<file path="src/rtl/ex_mem_skid.sv">
// EX->MEM pipeline boundary: a 2-entry skid buffer between the ALU and the MEM stage.
// in_ready_o is registered-state only, so MEM backpressure never forms a combinational path into EX.
module ex_mem_skid #(
  parameter int DATA_W = 32,
  parameter int ADDR_W = 5,
  parameter int CTRL_W = 4
) (
  input  logic              clk_i,
  input  logic              rst_i,
  input  logic              flush_i,
  input  logic              in_valid_i,
  output logic              in_ready_o,
  input  logic [DATA_W-1:0] alu_data_i,
  input  logic              zero_i,
  input  logic [DATA_W-1:0] rs2_data_i,
  input  logic [ADDR_W-1:0] rd_addr_i,
  input  logic [CTRL_W-1:0] ctrl_i,
  output logic              out_valid_o,
  input  logic              out_ready_i,
  output logic [DATA_W-1:0] out_alu_data_o,
  output logic              out_zero_o,
  output logic [DATA_W-1:0] out_rs2_data_o,
  output logic [ADDR_W-1:0] out_rd_addr_o,
  output logic [CTRL_W-1:0] out_ctrl_o,
  output logic [1:0]        occupancy_o
);

  typedef struct packed {
    logic [DATA_W-1:0] alu;
    logic              zero;
    logic [DATA_W-1:0] rs2;
    logic [ADDR_W-1:0] rd;
    logic [CTRL_W-1:0] ctrl;
  } payload_t;

  typedef enum logic [1:0] {EMPTY = 2'd0, HALF = 2'd1, FULL = 2'd2} state_t;

  state_t   state_q, state_d;
  payload_t main_q, skid_q, in_pl;
  logic     in_fire, out_fire;
  logic     ld_main_in, ld_main_skid, ld_skid;

  assign in_pl = '{alu: alu_data_i, zero: zero_i, rs2: rs2_data_i, rd: rd_addr_i, ctrl: ctrl_i};

  assign in_ready_o  = (state_q != FULL);
  assign out_valid_o = (state_q != EMPTY);
  assign in_fire     = in_valid_i & in_ready_o;
  assign out_fire    = out_valid_o & out_ready_i;

  always_comb begin
    state_d      = state_q;
    ld_main_in   = 1'b0;
    ld_main_skid = 1'b0;
    ld_skid      = 1'b0;
    case (state_q)
      EMPTY: begin
        if (in_fire) begin
          ld_main_in = 1'b1;
          state_d    = HALF;
        end
      end
      HALF: begin
        if (in_fire && out_fire) begin
          ld_main_in = 1'b1;
        end else if (in_fire) begin
          ld_skid = 1'b1;
          state_d = FULL;
        end else if (out_fire) begin
          state_d = EMPTY;
        end
      end
      FULL: begin
        if (out_fire) begin
          ld_main_skid = 1'b1;
          state_d      = HALF;
        end
      end
      default: state_d = EMPTY;
    endcase
    // Flush wins over every transfer; main keeps its stale fields for the gated outputs.
    if (flush_i) begin
      state_d      = EMPTY;
      ld_main_in   = 1'b0;
      ld_main_skid = 1'b0;
      ld_skid      = 1'b0;
    end
  end

  always_ff @(posedge clk_i or negedge rst_i) begin
    if (!rst_i) begin
      state_q <= EMPTY;
      main_q  <= '0;
      skid_q  <= '0;
    end else begin
      state_q <= state_d;
      if (ld_main_in)        main_q <= in_pl;
      else if (ld_main_skid) main_q <= skid_q;
      if (ld_skid)           skid_q <= in_pl;
    end
  end

  assign out_alu_data_o = main_q.alu;
  assign out_zero_o     = main_q.zero;
  assign out_rs2_data_o = main_q.rs2;
  assign out_rd_addr_o  = main_q.rd;
  // Bubbles carry no control so RegWrite/MemWrite never fire on stale data.
  assign out_ctrl_o     = out_valid_o ? main_q.ctrl : '0;

  always_comb begin
    case (state_q)
      HALF:    occupancy_o = 2'd1;
      FULL:    occupancy_o = 2'd2;
      default: occupancy_o = 2'd0;
    endcase
  end

endmodule

</file>
<file path="config.mk">
export PLATFORM = sky130hd
export DESIGN_NAME = ex_mem_skid
export DESIGN_NICKNAME = d
export VERILOG_FILES = /design/src/rtl/ex_mem_skid.sv
export SDC_FILE = /design/constraint.sdc
export NUM_CORES = 1
export LEC_CHECK = 0
export CAP_MARGIN = 10
export CORE_UTILIZATION = 49
export CTS_CLUSTER_SIZE = 24
export DETAILED_ROUTE_END_ITERATION = 8
export PLACE_DENSITY = 0.79
export SLEW_MARGIN = 20
export SYNTH_ARGS = -nofsm -noshare
export SYNTH_HDL_FRONTEND = slang
export SYNTH_SLANG_ARGS = --single-unit
</file>
<file path="constraint.sdc">
create_clock -name clk_i -period 2.3 [get_ports clk_i]
set_input_delay 0.23 -clock clk_i [delete_from_list [all_inputs] [get_ports clk_i]]
set_output_delay 0.23 -clock clk_i [all_outputs]
set_load 0.05 [all_outputs]
</file>
==> flow_summary_export.csv <==
group,metric,value,unit
sta,fin_ws,0.122,ns
global_route,grt_pass1_vias,4452,
synthesis,ys_seq_elements,150,
sta,slew_headroom,54.1,%
status,status,"completed",
power_and_ir_drop,p_leak,3.80,nW
floorplanning,rows,42,
placement,place_inst,740,
clock_tree,cts_root_buf,"clkbuf_16",
critical_path,slowest_stage,"clkdlybuf4s50_1",
layout,nets,663,
critical_path,critPathCaptureType,"output pin",
power_and_ir_drop,power.share.sequential,42.2,%
global_route,grt_max_degree,75,
min_path,holdCritPathClass,"in -> async",
power_and_ir_drop,total_power,8.47,mW
synthesis,yosysSeqAreaShare,56.2,%
critical_path,critPathArrivalTime,1.95,ns
clock_tree,postCtsSetupBuffers,0,
routing,drcViolationCount,0,
synthesis,ys_warn_count,0,
sta,finalCritPeriodShare,94.7,%
critical_path,required,2.07,ns
placement,io_buffers,156,
global_route,antenna_found_initial,0,
placement,dpl.hpwl,8.95,mm
critical_path,crit_buf_inv,2,
synthesis,syn-cell-area,0.00668,sq mm
synthesis,synthCells,497,
floorplanning,design.die.area,0.0141,sq mm
clock_tree,clk_pin_slew,0.06,ns
critical_path,path_class,"reg -> out",
synthesis,ys_types,23,
power_and_ir_drop,clkPwrFrac,32.3,%
layout,final_cell_mix,"clkdlybuf4s50_1, dfrtp_1, mux2_1",
power_and_ir_drop,swShare,30.4,%
critical_path,critPathLaunchType,"register",
flow_run,maxCapViolations,0,
sta,tns,0,ns
sta,worst-slew-pin-transition,0.687,ns
layout,final_common_cell,"clkdlybuf4s50_1",
placement,place_ws,0.126,ns
layout,fillerInstances,989,
sta,finalCriticalPeriod,2.18,ns
layout,diodes,0,
floorplanning,pin_count,157,
layout,fin_cells,772,
layout,area_growth,27.9,%
floorplanning,die_w,119,um
routing,ant_nets,0,
critical_path,worst-path-max-fanout,9,
power_and_ir_drop,vdd_ir_drop_max,0.439,mV
clock_tree,htree_num_levels,4,
routing,vias,4180,
layout,layout-drive-gt1-share,8.39,%
sta,timing.hold.ws,0.266,ns
clock_tree,cts_buffers,17,
power_and_ir_drop,p_int,5.89,mW
global_route,grtUsageTotal,21.1,%
synthesis,synthesis.nets,576,
sta,clock_skew,0.00782,ns
sta,setup_violations,0,
clock_tree,clock-sinks,150,
power_and_ir_drop,power_density,991,mW/mm^2
global_route,grt_pass1_wl,23.1,mm
clock_tree,clkLatencyLatePin,0.41,ns
routing,dr.first_iter.drc_count,237,
sta,timing.fmax,459,MHz
critical_path,cpLargestDelayFamily,"buffers and inverters",
clock_tree,cts_tree,"yes",
sta,hold_violations,0,
global_route,grt-ovfl-total,0,
power_and_ir_drop,pwr-share-comb,25.5,%
clock_tree,clockBufferDepth,2,
routing,viasPerCell,5.41,
floorplanning,start_util,50.3,%
sta,rsz0062_at_grt,"no",
placement,place.gp.congestion,0.766,
synthesis,postSynthAreaPerCell,13.4,sq um
sta,slew_violations,0,
routing,wirelength,13.8,mm
critical_path,rrSetupSlack,0.41,ns
routing,wl_per_cell,17.9,um
floorplanning,fp.dieH,119,um
routing,drtPass1Iterations,4,
power_and_ir_drop,p_sw,2.58,mW
critical_path,cpPeakStageDelay,0.70,ns
floorplanning,core_area,0.0133,sq mm
critical_path,crit_chain,"nor2_1 -> inv_1 -> clkdlybuf4s50_1",
[through the flow]
step / util (%) / area [sq um]
3_3_place_gp: 59.7 / 7930
6_report: 64.3 / 8550
4_1_cts: 64.2 / 8540
5_1_grt: 64.3 / 8550
2_1_floorplan: - / 6680
3_5_place_dp: 59.7 / 7930
[state kept, by name (all words and copies together) (netlist names)]
register / flops
out_alu_data_o: 32
state_q: 2
out_rs2_data_o: 32
main_q: 4
out_zero_o: 1
skid_q: 74
out_rd_addr_o: 5
[path summary, 6_finish.rpt]
check,start,cells after the start,to
worst min register to register,skid_q[29],1,skid_q[29]
worst max register to register,state_q[0],4,out_alu_data_o[3]
worst max-delay path,state_q[1],3,out_valid_o
min in group clk_i,alu_data_i[2],2,skid_q[44]
max in group asynchronous,rst_i,3,out_rs2_data_o[16]
worst min-delay path,rst_i,2,out_rs2_data_o[24]
[timing repair]
action / 4_1_cts / 5_1_grt
endpoints found under the hold margin: 27 / 0
hold buffers: 1 / 0
resized for setup: 0 / 4
endpoints found under the setup margin: 0 / 4
[metal layers]
layer / global-route usage (%) / vias to the layer above / routed length (um)
li1: - / 1906 / -
met1: 27.3 / 2130 / 6250
met2: 33.5 / 134 / 6570
met3: 6.71 / 10 / 888
met4: 6.72 / 0 / 127
met5: 0 / - / 0
[power groups by stage]
stage / registers (mW) / clock network [mW] / logic (mW)
after detailed placement: 3.60 / 0 / 2.17
after global placement: 3.56 / 0 / 2.12
after floorplan: 3.50 / 0 / 1.70
final: 3.57 / 2.74 / 2.16
after CTS: 3.57 / 2.80 / 2.19
after global routing: 3.64 / 2.92 / 2.28
[final cells by class]
class | instances | area, sq um | area share (%)
sequential | 150 | 3750 | 43.9
multi-input combinational | 245 | 2230 | 26.1
timing repair buffer | 168 | 1740 | 20.4
clock buffer | 23 | 498 | 5.83
tap | 176 | 220 | 2.58
clock inverter | 8 | 96.3 | 1.13
inverter | 2 | 7.51 | 0.0878
[cells in the mapped netlist]
master,instances,area share (%)
dfrtp_1,150,56
mux2_1,77,13
a221o_1,71,11
and2_1,71,6.6
buf_4,70,7.9
buf_2,22,1.6
buf_6,6,1.0
nor2b_1,6,0.56
mux2_2,3,0.51
nand2_1,3,0.17
nand2b_1,3,0.28
a21oi_1,2,0.15
clkbuf_1,2,0.11
inv_1,2,0.11
a211oi_1,1,0.11
a21oi_2,1,0.13
and4bb_1,1,0.19
nand3b_1,1,0.11
nor2_1,1,0.056
nor3_1,1,0.075
nor3b_2,1,0.19
o21ba_1,1,0.15
or3b_1,1,0.13
[worst register-to-register path: stages (launching register included)]
cell	delay (ns)
dfrtp_1	0.46
and4bb_2	0.41
buf_12	0.28
mux2_1	0.38
mux2_2	0.25
[cells by family (layout without fill, tap and decap cells)]
family | Yosys count | in the layout | share of synthesized area [%]
buffers and inverters | 102 | 201 | 10.7
AOI/OAI and AO/OA | 76 | 76 | 11.2
DFF | 150 | 150 | 56.2
and+or+nand+nor | 89 | 89 | 8.41
muxes | 80 | 80 | 13.5
No activity file was read; power rests on OpenSTA's default activity.
